File: src/rtl/mem_access_unit_pkg.sv
// Shared encodings and lane helpers for the MEM-stage data-memory access unit.
// Widths and select encodings match the ID-stage memory control generator.
package mem_access_unit_pkg;

    localparam int unsigned DATA_BUS    = 32;
    localparam int unsigned MEM_SEL_BUS = 4;
    localparam int unsigned LANE_BUS    = 2;

    localparam logic [MEM_SEL_BUS-1:0] MEM_SEL_NONE = 4'b0000;
    localparam logic [MEM_SEL_BUS-1:0] MEM_SEL_BYTE = 4'b0001;
    localparam logic [MEM_SEL_BUS-1:0] MEM_SEL_HALF = 4'b0011;
    localparam logic [MEM_SEL_BUS-1:0] MEM_SEL_WORD = 4'b1111;

    typedef enum logic [1:0] {
        ST_IDLE = 2'd0,
        ST_REQ  = 2'd1,
        ST_DONE = 2'd2
    } state_e;

    // Access attributes latched at request time for the load return path.
    typedef struct packed {
        logic                   sign;
        logic [MEM_SEL_BUS-1:0] size;
        logic [LANE_BUS-1:0]    lane;
    } acc_ctl_t;

    function automatic logic is_misaligned(input logic [MEM_SEL_BUS-1:0] sel,
                                           input logic [LANE_BUS-1:0]    lane);
        return ((sel == MEM_SEL_HALF) && lane[0]) ||
               ((sel == MEM_SEL_WORD) && (lane != 2'b00));
    endfunction

    function automatic logic [MEM_SEL_BUS-1:0] byte_en(input logic [MEM_SEL_BUS-1:0] sel,
                                                       input logic [LANE_BUS-1:0]    lane);
        case (sel)
            MEM_SEL_BYTE: return 4'b0001 << lane;
            MEM_SEL_HALF: return 4'b0011 << {lane[1], 1'b0};
            MEM_SEL_WORD: return 4'b1111;
            default:      return 4'b0000;
        endcase
    endfunction

    function automatic logic [DATA_BUS-1:0] lane_wdata(input logic [MEM_SEL_BUS-1:0] sel,
                                                       input logic [DATA_BUS-1:0]    data);
        case (sel)
            MEM_SEL_BYTE: return {4{data[7:0]}};
            MEM_SEL_HALF: return {2{data[15:0]}};
            MEM_SEL_WORD: return data;
            default:      return '0;
        endcase
    endfunction

endpackage

File: src/rtl/mem_access_unit_if.sv
// Request/acknowledge data-RAM port between the access unit (master) and memory (slave).
interface mem_access_unit_if
    import mem_access_unit_pkg::*;
#(
    parameter int unsigned ADDR_WIDTH = 32,
    parameter int unsigned DATA_WIDTH = 32
);

    logic                   ram_req;
    logic                   ram_we;
    logic [ADDR_WIDTH-1:0]  ram_addr;
    logic [MEM_SEL_BUS-1:0] ram_be;
    logic [DATA_WIDTH-1:0]  ram_wdata;
    logic                   ram_ack;
    logic [DATA_WIDTH-1:0]  ram_rdata;

    modport master (
        output ram_req, ram_we, ram_addr, ram_be, ram_wdata,
        input  ram_ack, ram_rdata
    );

    modport slave (
        input  ram_req, ram_we, ram_addr, ram_be, ram_wdata,
        output ram_ack, ram_rdata
    );

endinterface

File: src/rtl/mem_access_unit_load_align.sv
// mem_load_align: picks the addressed byte/half lane out of a read word and
// sign- or zero-extends it; full words pass straight through.
module mem_load_align
    import mem_access_unit_pkg::*;
(
    input  logic [DATA_BUS-1:0]    rdata,
    input  logic [LANE_BUS-1:0]    lane,
    input  logic [MEM_SEL_BUS-1:0] size,
    input  logic                   sign,
    output logic [DATA_BUS-1:0]    load_data_c
);

    logic [7:0]  byte_c;
    logic [15:0] half_c;

    always_comb begin : lane_sel
        byte_c = rdata[7:0];
        case (lane)
            2'd1:    byte_c = rdata[15:8];
            2'd2:    byte_c = rdata[23:16];
            2'd3:    byte_c = rdata[31:24];
            default: byte_c = rdata[7:0];
        endcase
        half_c = lane[1] ? rdata[31:16] : rdata[15:0];
    end

    always_comb begin : extend
        load_data_c = '0;
        case (size)
            MEM_SEL_BYTE: load_data_c = {{24{sign & byte_c[7]}}, byte_c};
            MEM_SEL_HALF: load_data_c = {{16{sign & half_c[15]}}, half_c};
            MEM_SEL_WORD: load_data_c = rdata;
            default:      load_data_c = '0;
        endcase
    end

endmodule

File: src/rtl/mem_access_unit.sv
// MEM-stage data-memory access engine: request/ack RAM port, aligned load return, pipeline stall.
// Optional bus timeout enabled by defining MEM_TIMEOUT_EN.
module mem_access_unit
    import mem_access_unit_pkg::*;
#(
    parameter int unsigned DATA_WIDTH     = 32,
    parameter int unsigned ADDR_WIDTH     = 32,
    parameter int unsigned TIMEOUT_CYCLES = 255
) (
    input  logic                   clk,
    input  logic                   rst_n,
    input  logic                   mem_read_flag,
    input  logic                   mem_write_flag,
    input  logic                   mem_sign_flag,
    input  logic [MEM_SEL_BUS-1:0] mem_sel,
    input  logic [DATA_WIDTH-1:0]  mem_write_data,
    input  logic [ADDR_WIDTH-1:0]  mem_addr,
    mem_access_unit_if.master      ram,
    output logic [DATA_WIDTH-1:0]  load_data,
    output logic                   load_valid,
    output logic                   stall_req,
    output logic                   misalign_exc,
    output logic                   bus_err_exc
);

    state_e state_q, state_d;

    logic                   req_q, req_d;
    logic                   we_q, we_d;
    logic [ADDR_WIDTH-1:0]  addr_q, addr_d;
    logic [MEM_SEL_BUS-1:0] be_q, be_d;
    logic [DATA_WIDTH-1:0]  wdata_q, wdata_d;
    acc_ctl_t               ctl_q, ctl_d;
    logic [DATA_WIDTH-1:0]  load_data_q, load_data_d;
    logic                   load_valid_q, load_valid_d;
    logic                   misalign_q, misalign_d;

    logic                   valid_c;
    logic                   misalign_c;
    logic                   start_c;
    logic                   timeout_c;
    logic [DATA_WIDTH-1:0]  aligned_c;

    // A write wins when both read and write are flagged; an empty select is a no-op.
    assign valid_c    = (mem_read_flag | mem_write_flag) & (mem_sel != MEM_SEL_NONE);
    assign misalign_c = valid_c & is_misaligned(mem_sel, mem_addr[1:0]);
    assign start_c    = valid_c & ~misalign_c;

    assign stall_req = rst_n & (((state_q == ST_IDLE) & start_c) | (state_q == ST_REQ));

    mem_load_align u_load_align (
        .rdata       (ram.ram_rdata),
        .lane        (ctl_q.lane),
        .size        (ctl_q.size),
        .sign        (ctl_q.sign),
        .load_data_c (aligned_c)
    );

`ifdef MEM_TIMEOUT_EN
    logic [7:0] tmo_cnt_q;
    logic       bus_err_q;

    // Counts REQ cycles; cleared whenever the FSM is outside REQ, so it restarts on entry.
    always_ff @(posedge clk or negedge rst_n) begin : tmo_cnt_reg
        if (!rst_n) begin
            tmo_cnt_q <= '0;
        end else if (state_q == ST_REQ) begin
            tmo_cnt_q <= tmo_cnt_q + 8'd1;
        end else begin
            tmo_cnt_q <= '0;
        end
    end

    assign timeout_c = (state_q == ST_REQ) & ~ram.ram_ack &
                       (tmo_cnt_q == 8'(TIMEOUT_CYCLES - 1));

    always_ff @(posedge clk or negedge rst_n) begin : bus_err_reg
        if (!rst_n) begin
            bus_err_q <= 1'b0;
        end else begin
            bus_err_q <= timeout_c;
        end
    end

    assign bus_err_exc = bus_err_q;
`else
    assign timeout_c   = 1'b0;
    assign bus_err_exc = 1'b0;

    // REQ waits indefinitely; the timeout depth only matters for the counter build.
    if (TIMEOUT_CYCLES == 0) begin : g_timeout_unused
    end
`endif

    always_ff @(posedge clk or negedge rst_n) begin : state_reg
        if (!rst_n) begin
            state_q <= ST_IDLE;
        end else begin
            state_q <= state_d;
        end
    end

    always_comb begin : next_state
        state_d = state_q;
        case (state_q)
            ST_IDLE: if (start_c) state_d = ST_REQ;
            ST_REQ:  if (ram.ram_ack || timeout_c) state_d = ST_DONE;
            ST_DONE: state_d = ST_IDLE;
            default: state_d = ST_IDLE;
        endcase
    end

    always_comb begin : out_comb
        req_d        = req_q;
        we_d         = we_q;
        addr_d       = addr_q;
        be_d         = be_q;
        wdata_d      = wdata_q;
        ctl_d        = ctl_q;
        load_data_d  = load_data_q;
        load_valid_d = 1'b0;
        misalign_d   = 1'b0;
        case (state_q)
            ST_IDLE: begin
                if (start_c) begin
                    req_d   = 1'b1;
                    we_d    = mem_write_flag;
                    addr_d  = {mem_addr[ADDR_WIDTH-1:2], 2'b00};
                    be_d    = byte_en(mem_sel, mem_addr[1:0]);
                    wdata_d = lane_wdata(mem_sel, mem_write_data);
                    ctl_d   = '{sign: mem_sign_flag, size: mem_sel, lane: mem_addr[1:0]};
                end else if (misalign_c) begin
                    misalign_d = 1'b1;
                end
            end
            ST_REQ: begin
                if (ram.ram_ack) begin
                    req_d = 1'b0;
                    if (!we_q) begin
                        load_data_d  = aligned_c;
                        load_valid_d = 1'b1;
                    end
                end else if (timeout_c) begin
                    req_d       = 1'b0;
                    load_data_d = '0;
                end
            end
            default: ;
        endcase
    end

    always_ff @(posedge clk or negedge rst_n) begin : out_reg
        if (!rst_n) begin
            req_q        <= 1'b0;
            we_q         <= 1'b0;
            addr_q       <= '0;
            be_q         <= '0;
            wdata_q      <= '0;
            ctl_q        <= '0;
            load_data_q  <= '0;
            load_valid_q <= 1'b0;
            misalign_q   <= 1'b0;
        end else begin
            req_q        <= req_d;
            we_q         <= we_d;
            addr_q       <= addr_d;
            be_q         <= be_d;
            wdata_q      <= wdata_d;
            ctl_q        <= ctl_d;
            load_data_q  <= load_data_d;
            load_valid_q <= load_valid_d;
            misalign_q   <= misalign_d;
        end
    end

    assign ram.ram_req   = req_q;
    assign ram.ram_we    = we_q;
    assign ram.ram_addr  = addr_q;
    assign ram.ram_be    = be_q;
    assign ram.ram_wdata = wdata_q;
    assign load_data     = load_data_q;
    assign load_valid    = load_valid_q;
    assign misalign_exc  = misalign_q;

endmodule

File: src/flat_wrapper.sv
// flat-port wrapper written by rule: the top's interface ports become plain ports
module mem_access_unit_flat import mem_access_unit_pkg::*;
#(
    parameter int unsigned DATA_WIDTH     = 32,
    parameter int unsigned ADDR_WIDTH     = 32,
    parameter int unsigned TIMEOUT_CYCLES = 255
)
  (clk, rst_n, mem_read_flag, mem_write_flag, mem_sign_flag, mem_sel, mem_write_data, mem_addr, load_data, load_valid, stall_req, misalign_exc, bus_err_exc, ram_ram_req, ram_ram_we, ram_ram_addr, ram_ram_be, ram_ram_wdata, ram_ram_ack, ram_ram_rdata);
  mem_access_unit_if #(.ADDR_WIDTH(ADDR_WIDTH), .DATA_WIDTH(DATA_WIDTH)) ram_i ();
  input  logic clk;
  input  logic rst_n;
  input  logic mem_read_flag;
  input  logic mem_write_flag;
  input  logic mem_sign_flag;
  input  logic [MEM_SEL_BUS-1:0] mem_sel;
  input  logic [DATA_WIDTH-1:0] mem_write_data;
  input  logic [ADDR_WIDTH-1:0] mem_addr;
  output logic [DATA_WIDTH-1:0] load_data;
  output logic load_valid;
  output logic stall_req;
  output logic misalign_exc;
  output logic bus_err_exc;
  output wire logic [$bits(ram_i.ram_req)-1:0] ram_ram_req;
  output wire logic [$bits(ram_i.ram_we)-1:0] ram_ram_we;
  output wire logic [$bits(ram_i.ram_addr)-1:0] ram_ram_addr;
  output wire logic [$bits(ram_i.ram_be)-1:0] ram_ram_be;
  output wire logic [$bits(ram_i.ram_wdata)-1:0] ram_ram_wdata;
  input wire logic [$bits(ram_i.ram_ack)-1:0] ram_ram_ack;
  input wire logic [$bits(ram_i.ram_rdata)-1:0] ram_ram_rdata;
  assign ram_ram_req = ram_i.ram_req;
  assign ram_ram_we = ram_i.ram_we;
  assign ram_ram_addr = ram_i.ram_addr;
  assign ram_ram_be = ram_i.ram_be;
  assign ram_ram_wdata = ram_i.ram_wdata;
  assign ram_i.ram_ack = ram_ram_ack;
  assign ram_i.ram_rdata = ram_ram_rdata;
  mem_access_unit #(.DATA_WIDTH(DATA_WIDTH), .ADDR_WIDTH(ADDR_WIDTH), .TIMEOUT_CYCLES(TIMEOUT_CYCLES)) u_core (.clk(clk), .rst_n(rst_n), .mem_read_flag(mem_read_flag), .mem_write_flag(mem_write_flag), .mem_sign_flag(mem_sign_flag), .mem_sel(mem_sel), .mem_write_data(mem_write_data), .mem_addr(mem_addr), .ram(ram_i), .load_data(load_data), .load_valid(load_valid), .stall_req(stall_req), .misalign_exc(misalign_exc), .bus_err_exc(bus_err_exc));
endmodule
File: config.mk
export PLATFORM = sky130hd
export DESIGN_NAME = mem_access_unit_flat
export DESIGN_NICKNAME = d
export VERILOG_FILES = /design/src/rtl/mem_access_unit_pkg.sv /design/src/rtl/mem_access_unit_if.sv /design/src/rtl/mem_access_unit_load_align.sv /design/src/rtl/mem_access_unit.sv /design/src/flat_wrapper.sv
export SDC_FILE = /design/constraint.sdc
export NUM_CORES = 1
export LEC_CHECK = 0
export ABC_AREA = 1
export CAP_MARGIN = 20
export CORE_UTILIZATION = 40
export CTS_BUF_LIST = sky130_fd_sc_hd__clkbuf_8
export CTS_CLUSTER_SIZE = 14
export DETAILED_ROUTE_END_ITERATION = 8
export PLACE_DENSITY_LB_ADDON = 0.12
export SETUP_SLACK_MARGIN = 0.2
export SLEW_MARGIN = 25
export SYNTH_ARGS = -nofsm -noshare
export SYNTH_HDL_FRONTEND = slang
export SYNTH_SLANG_ARGS = --single-unit
File: constraint.sdc
create_clock -name clk -period 2.6 [get_ports clk]
set_clock_uncertainty 0.1 [all_clocks]
set_input_delay 0.39 -clock clk [delete_from_list [all_inputs] [get_ports clk]]
set_output_delay 0.39 -clock clk [all_outputs]
set_load 0.02 [all_outputs]
### Word-level counts from Yosys, hierarchy flattened

Index checks and enable logic that the tools add are counted.
W data, S select, Z words.

| word-level totals | value |
|---|---|
| input bits | 106 |
| output and inout bits | 106 |
| logic and storage cells | 65 |
| register bits after elaboration | 111 |

| operators by class | value |
|---|---|
| reduce and logical (&&, ||, !) cells | 11 |
| shift-type cells | 2 |
| bitwise gates (word level) | 11 |
| equality and inequality tests | 12 |
| multiplexer cells | 17 |

Operator list:

| kind | count |
|---|---|
| $pmux W32 S3 | 2 |
| $pmux W8 S3 | 1 |
| $mux W16 | 1 |
| $pmux W4 S3 | 1 |
| $eq A4 B1 Y1 const B | 2 |
| $eq A4 B2 Y1 const B | 2 |
| $eq A4 B4 Y1 const B | 2 |
| $mux W1 | 8 |
| $and A1 B1 Y1 | 7 |
| $reduce_and A3 Y1 | 2 |
| $eq A2 B1 Y1 const B | 2 |
| $eq A2 B2 Y1 const B | 2 |
| $mux W2 | 2 |
| $pmux W2 S2 | 1 |
| $reduce_and A2 Y1 | 2 |
| $reduce_bool A2 Y1 | 2 |
| $reduce_bool A4 Y1 | 1 |
| $shl A1 B2 Y4 const A | 1 |
| $shl A2 B2 Y4 const A | 1 |
| $logic_and A1 B1 Y1 | 2 |
| $logic_not A2 Y1 | 1 |
| $ne A2 B1 Y1 const B | 1 |
| $ne A2 B2 Y1 const B | 1 |
| $not A1 Y1 | 2 |
| 3 further kinds | 4 |

### Longest topological paths before layout

Gate-level depths: netlist of the first run.

| logic depth | value |
|---|---|
| depth after elaboration | 9 |
| depth in mapped cells | 11 |
| mapped depth without buffers | 9 |

### By module

A second synthesis of the first run with hierarchy kept.

| second synthesis, totals | value |
|---|---|
| cell total of the unflattened synthesis | 867 |
| area total of the unflattened synthesis | 6,115.9 um2 |

Modules (own cells, without submodules):

| module | area an instance (um2) | sequential area each (um2) | cells an instance | times used |
|---|---|---|---|---|
| mem_access_unit | 4,934.7 | 2,777.7 | 605 | 1 |
| mem_load_align | 1,181.1 | 0.0 | 262 | 1 |

### Worst setup path before layout of the first run

OpenSTA, ideal clock, no wires.

| timing path | value |
|---|---|
| kind | in2out |
| from | input port mem_sel[2] |
| to | output port stall_req |
| stages | 8 |
| setup slack | 783 ps |
| buffers on the path | 1 |
| data arrival time | 1,327 ps |
| cell sequence | nand2_1 -> nor2_4 -> o21ai_2 -> nand2_1 -> nor2_4 -> buf_6 -> nor2_1 -> nor2_1 |

| between the ends | value |
|---|---|
| longest elaborated chain between the ends | 9 |
| elaborated cells between the ends (all ways) | 13 |
| classes of those cells | eq/ne: 2; bitwise: 7; reduce/logical: 4 |

Ends and longest elaborated chain:

| element | line | source |
|---|---|---|
| from (decl) | flat_wrapper.sv:15 | `input logic [MEM_SEL_BUS-1:0] mem_sel;` |
| $eq A4 B2 Y1 or $eq A4 B4 Y1 (tied branches) | mem_access_unit_pkg.sv:29, mem_access_unit_pkg.sv:30 |  |
| $logic_and A1 B1 Y1, on equally long branches | mem_access_unit_pkg.sv:29, mem_access_unit_pkg.sv:30 |  |
| $logic_or A1 B1 Y1 | mem_access_unit_pkg.sv:29 | `return ((sel == MEM_SEL_HALF) && lane[0]) \|\|` |
| $and A1 B1 Y1 | mem_access_unit.sv:46 | `assign misalign_c = valid_c & is_misaligned(mem_sel, mem_addr[1:0]);` |
| $not A1 Y1 | mem_access_unit.sv:47 | `assign start_c = valid_c & ~misalign_c;` |
| $and A1 B1 Y1 (*) | mem_access_unit.sv:47 |  |
| $and A1 B1 Y1 (*) | mem_access_unit.sv:49 | `assign stall_req = rst_n & (((state_q == ST_IDLE) & start_c) \| (state_q == ST_REQ));` |
| $or A1 B1 Y1 (*) | mem_access_unit.sv:49 |  |
| $and A1 B1 Y1 (*) | mem_access_unit.sv:49 |  |
| to (decl) | flat_wrapper.sv:20 | `output logic stall_req;` |

Every way passes the cells marked *; elsewhere a longest branch is shown, timed or not.

### Worst setup path after layout of the first run

| timing path | value |
|---|---|
| from | input port mem_write_flag |
| to | output port stall_req |

| between the ends | value |
|---|---|
| longest elaborated chain between the ends | 8 |

Ends and longest elaborated chain:

| element | line | source |
|---|---|---|
| from (decl) | flat_wrapper.sv:13 | `input logic mem_write_flag;` |
| $or A1 B1 Y1 (*) | mem_access_unit.sv:45 | `assign valid_c = (mem_read_flag \| mem_write_flag) & (mem_sel != MEM_SEL_NONE);` |
| $and A1 B1 Y1 (*) | mem_access_unit.sv:45 |  |
| $and A1 B1 Y1 | mem_access_unit.sv:46 |  |
| $not A1 Y1 | mem_access_unit.sv:47 |  |
| $and A1 B1 Y1 (*) | mem_access_unit.sv:47 |  |
| $and A1 B1 Y1 (*) | mem_access_unit.sv:49 |  |
| $or A1 B1 Y1 (*) | mem_access_unit.sv:49 |  |
| $and A1 B1 Y1 (*) | mem_access_unit.sv:49 |  |

Marked as above.

==> out/results.ini, run 1 <==
[finish]
layout.nets = 1096
drive_gt1_frac = 0.0493
synthToLayoutAreaGrowth_pct = 45.0
insertedDiodeCount = 0

[synth]
yosysWarningCount = 0
seq_area_frac_synth = 0.499
ys_seq_elements = 111
synth_cell_type_count = 23
avgSynthCellArea_um2 = 7.07
postSynthCellCount = 787
syn_area_um2 = 5570

[timing]
worst_slew_pin_slew_ps = 707
period_needed_ps = 2220
fmax_mhz = 451
setup_violations = 0
hold_viol = 0
setup_tns_ps = 0
hold_ws_ps = 280
report.final.slew_viol_count = 0
rsz0062_at_grt = no
slew_headroom = 0.529
layout_worst_path_cycle_share = 0.854

[placed_design]
gp_congestion = 0.904
dp_hpwl_um = 11500
io_buffers = 208

[pwr]
cellLeakagePower_nw = 4.24
powerDensity_nw_per_um2 = 976
combPwrFrac = 0.498
switching_share = 0.416
clockPowerShare = 0.148
p_seq_frac = 0.354
peakVddDrop_mv = 0.555
p_sw_mw = 3.27
p_int_mw = 4.60

[setup_path]
worst_setup_path_start_kind = primary input
cp.arrival_ps = 1730
reg2reg_from = u_core.ctl_q[1]
worstSetupStartpoint = mem_write_flag
cp-end-kind = primary output
crit_type = in2out
path_max_fanout = 3
required_ps = 2110

[clocking]
cts_made_buffers = 9
htreeDepth = 3
root_buffer = clkbuf_8
clk_path_buf_depth = 2
insertion_delay_ps = 390
cts.clk_slew.worst_paths_ps = 100
cts_setup_buffers = 0
cts_tree = built
cts_sinks = 111

[worst_hold_path]
hp-start = mem_sel[1]
hp-class = in2reg

[floorplanning]
die_area_um2 = 14400
die_width_um = 120
initial_core_util = 0.415
io_pins = 212
die_h_um = 120
core_um2 = 13400
num_rows = 42

[drt]
via_per_inst = 4.74
drc_errors = 0
ant_nets = 0
wl_um = 16100
routedWlPerCell_um = 13.8
drtIter0Drc = 412
vias = 5542
first_pass_iters = 5

[status]
status = finished, final reports clean

[global_routing]
grt_pass1_vias = 5326
grt_max_degree = 112
grt_remaining_overflow = 0
antenna_found_initial = 0
grt_pass1_wl_um = 26300
gr-usage-all-layers = 0.234

[job]
drv_cap = 0

[sequential cells by signal, indices dropped and copies added (netlist names)]
signal and count:
u_core.ram.ram_addr 30, u_core.ram.ram_wdata 32, u_core.ram.ram_we 1, u_core.ram.ram_be 4, u_core.load_valid 1, u_core.ram.ram_req 1, u_core.load_data 32, u_core.misalign_exc 1
u_core.ctl_q 7, u_core.state_q 2
[Yosys cell counts, drive strengths merged]
cell type	n	area share
conb	1	0.00067
o21bai	1	0.0013
nor2	52	0.041
o21ai	16	0.016
nand2	449	0.30
nor3	24	0.022
nand4	3	0.0034
inv	40	0.027
clkinv	1	0.00067
buf	26	0.031
clkbuf	11	0.0074
nand3	51	0.047
a21oi	1	0.00090
dfrtp	111	0.50
[area by class of cell]
| cell class | count | area (um2) |
|---|---|---|
| fill | 1274 | 5330 |
| tap | 176 | 220 |
| multi-input combinational | 600 | 2430 |
| timing repair buffer | 227 | 2260 |
| inverter | 41 | 156 |
| clock inverter | 5 | 82.6 |
| sequential | 111 | 2780 |
| clock buffer | 10 | 138 |
[cells by family (layout without fill, tap and decap cells)]
| kind of cell | after synthesis | after routing | share of synthesized area |
|---|---|---|---|
| flops | 111 | 111 | 0.499 |
| simple gates | 579 | 579 | 0.416 |
| other cells | 1 | 3 | 0.000674 |
| compound gates | 18 | 18 | 0.0180 |
| buf+inv | 78 | 283 | 0.0661 |
[power by group through the flow]
stage | registers [mW] | clock network (mW) | logic, mW
final | 2.79 | 1.17 | 3.92
after global routing | 2.87 | 1.26 | 4.29
after floorplan | 3.43 | 0 | 1.51
after detailed placement | 2.80 | 0 | 3.95
after global placement | 2.83 | 0 | 3.91
after CTS | 2.79 | 1.19 | 3.96
[worst paths after layout]
path	to	slack (ps)	cells after the start
min in group asynchronous	u_core.load_data[0]	500	3
min reg2reg	u_core.ram.ram_wdata[18]	380	2
max in group asynchronous	u_core.ram.ram_wdata[14]	1410	3
min	u_core.ctl_q[3]	280	3
max reg2reg	u_core.load_data[28]	600	10
max	stall_req	380	8
[cell usage in the layout, fill, tap and decap left out, types with 4 or more instances in the layout]
cell type,netlist,layout
nor2_4,4,4
nand3_1,50,50
clkbuf_8,0,10
inv_1,37,37
o21ai_0,14,14
clkdlybuf4s50_1,0,204
nand2_1,448,448
dfrtp_1,111,111
nor2_1,46,45
buf_4,11,17
nor3_1,24,24
[stage by stage]
step	power [mW]	area (um2)	worst slack, ps	cells	util
2_1_floorplan	4.95	5570	783	789	-
3_3_place_gp	6.74	7830	292	1154	0.585
3_5_place_dp	6.75	7830	269	1154	0.585
4_1_cts	7.95	8060	305	1170	0.602
5_1_grt	8.42	8070	233	1170	0.602
6_report	7.87	8070	380	1170	0.602
[critical path, stage by stage]
cell	delay, ps
clkdlybuf4s50_1	470
nor2_1	50
nor3_1	190
nand2_1	140
nor2_4	170
nor2_1	50
nor2_1	90
buf_4	160
[what timing repair did]
item	4_1_cts	5_1_grt
gates resized for setup	0	3
hold endpoints to repair	16	0
hold buffers	1	0
setup endpoints to repair	0	1
[per-layer routing]
| layer | up-vias | GRT usage | part of all wire |
|---|---|---|---|
| met5 | - | 0 | 0 |
| met4 | 0 | 0.0656 | 0.016 |
| met3 | 22 | 0.0722 | 0.084 |
| met2 | 193 | 0.379 | 0.46 |
| met1 | 2524 | 0.300 | 0.44 |
| li1 | 2803 | - | - |
Power figures use the tool's default switching activity.
==> inputs of run 2 (changes only) <==
--- a/config.mk
+++ b/config.mk
@@ -7,13 +7,15 @@
 export LEC_CHECK = 0
 export ABC_AREA = 1
 export CAP_MARGIN = 20
-export CORE_UTILIZATION = 40
+export CELL_PAD_IN_SITES_DETAIL_PLACEMENT = 1
+export CELL_PAD_IN_SITES_GLOBAL_PLACEMENT = 2
+export CORE_UTILIZATION = 26
 export CTS_BUF_LIST = sky130_fd_sc_hd__clkbuf_8
 export CTS_CLUSTER_SIZE = 14
 export DETAILED_ROUTE_END_ITERATION = 8
 export PLACE_DENSITY_LB_ADDON = 0.12
 export SETUP_SLACK_MARGIN = 0.2
-export SLEW_MARGIN = 25
+export SLEW_MARGIN = 20
 export SYNTH_ARGS = -nofsm -noshare
 export SYNTH_HDL_FRONTEND = slang
 export SYNTH_SLANG_ARGS = --single-unit
==> run 2 against run 1 <==
Compared with the run above: fmax increased by 1.3%; design area increased by 2.0%; setup slack improved by 29 ps; sequential cell count unchanged; non-clock buffer count increased by 6; critical endpoint unchanged; register-to-register slack improved by 70 ps; die area increased by 53%; hold slack got worse by 290 ps; critical path type unchanged; combinational power increased by 4%; count of clock-buffer cells in the layout decreased by 1; largest power group unchanged; the flow now finishes with violations (negative hold slack).
==> out/results.ini, run 2 (synthesized netlist as in run 1, its figures left out) <==
[global_routing]
antenna_found_initial = 0
grt_pass1_vias = 5803
grt_remaining_overflow = 0
grt_pass1_wl_um = 31400
gr-usage-all-layers = 0.184
grt_max_degree = 112

[drt]
via_per_inst = 4.35
drtIter0Drc = 187
first_pass_iters = 4
drc_errors = 0
routedWlPerCell_um = 15.4
wl_um = 19600
ant_nets = 0
vias = 5549

[placed_design]
dp_hpwl_um = 14500
place_inst = 1260
detailed_place.area_um2 = 8040
io_buffers = 208
gp_congestion = 0.813

[status]
violations = negative hold slack
status = finished, violations left

[pwr]
cellLeakagePower_nw = 4.26
clockPowerShare = 0.143
peakVddDrop_mv = 0.491
combPwrFrac = 0.513
p_seq_frac = 0.343
powerDensity_nw_per_um2 = 966
p_sw_mw = 3.43
p_int_mw = 4.53
switching_share = 0.431

[timing]
worst_slew_pin_slew_ps = 721
hold_viol = 5
period_needed_ps = 2190
rsz0062_at_grt = no
setup_violations = 0
hold_ws_ps = -14.7
layout_worst_path_cycle_share = 0.843
report.final.slew_viol_count = 0
fmax_mhz = 456
slew_headroom = 0.516

[setup_path]
path_buf_inv = 3
required_ps = 2110
cp.arrival_ps = 1700
max_stage_delay_ps = 450
worst_setup_path_start_kind = primary input
cp_cell_sequence = clkdlybuf4s50_1 -> buf_4 -> nand2_1 -> nor2_4 -> o21ai_2 -> nand2_1 -> nor2_4 -> nor2_1 -> nor2_1 -> clkbuf_2
crit_type = in2out
cp_top_family = buffers and inverters
path_max_fanout = 2
cp-end-kind = primary output
slowest_stage = clkdlybuf4s50_1

[finish]
layout.nets = 1102
mostFrequentLayoutCells = nand2_1, clkdlybuf4s50_1, dfrtp_1, nand3_1, nor2_1
fin_cells = 1276
design_area_um2 = 8240
final_common_cell = nand2_1
drive_gt1_frac = 0.0569
synthToLayoutAreaGrowth_pct = 47.9
insertedDiodeCount = 0

[clocking]
clk_path_buf_depth = 2
cts_sinks = 111
postCtsHoldBufs = 0
root_buffer = clkbuf_8
cts_made_buffers = 9
cts.clk_slew.worst_paths_ps = 120
htreeDepth = 3
cts_tree = built
insertion_delay_ps = 390

[floorplanning]
die_h_um = 148
num_rows = 53
io_pins = 212
die_width_um = 148
core_um2 = 21000
die_area_um2 = 22000
initial_core_util = 0.265

[job]
drv_cap = 0

[worst_hold_path]
hp-class = in2async

## run 2: area by class of cell
| class | count | area (um2) |
|---|---|---|
| clock buffer | 9 | 124 |
| clock inverter | 7 | 77.6 |
| fill | 2626 | 12800 |
| inverter | 41 | 156 |
| multi-input combinational | 600 | 2430 |
| sequential | 111 | 2780 |
| tap | 275 | 344 |
| timing repair buffer | 233 | 2320 |
## run 2: worst paths after layout
kind / start / end / slack, ps / depth (start not counted)
max in group asynchronous: rst_n / u_core.ram.ram_addr[4] / 1860 / 2
hold reg to reg: u_core.ram.ram_addr[7] / u_core.ram.ram_addr[7] / 380 / 2
min in group clk: u_core.ram.ram_addr[7] / u_core.ram.ram_addr[7] / 380 / 2
hold / removal: rst_n / u_core.load_data[4] / -10 / 2
setup reg to reg: u_core.state_q[0] / u_core.load_data[27] / 670 / 8
setup / recovery: mem_sel[3] / stall_req / 410 / 10
## run 2: per-stage QoR
step | setup TNS, ps | setup slack (ps) | power (mW) | utilization | hold WS (ps)
after floorplan | 0 | 783 | 4.95 | - | -5.59
after global placement | -70.3 | -70.3 | 6.91 | 0.382 | 353
after detailed placement | -78.4 | -78.4 | 6.94 | 0.382 | 357
after CTS | 0 | 221 | 8.13 | 0.392 | 46.4
after global routing | 0 | 311 | 8.57 | 0.392 | 42.8
final | 0 | 409 | 7.95 | 0.392 | -14.7
## run 2: metal layers
metal,global-route usage,wire length (um)
met1,0.241,9000
met2,0.301,9190
met4,0.0387,186
met3,0.0534,1220
met5,0,0
## run 2: repair_timing
action,in CTS,in global routing
setup buffers,0,0
resized for setup,2,2
endpoints found under the setup margin,1,1
gates cloned,0,0
## run 2: power by group through the flow
stage / logic (mW) / clock network [mW] / registers, mW
6_report: 4.08 / 1.14 / 2.73
5_1_grt: 4.50 / 1.26 / 2.81
4_1_cts: 4.18 / 1.20 / 2.74
3_5_place_dp: 4.17 / 0 / 2.77
3_3_place_gp: 4.15 / 0 / 2.75
2_1_floorplan: 1.51 / 0 / 3.43
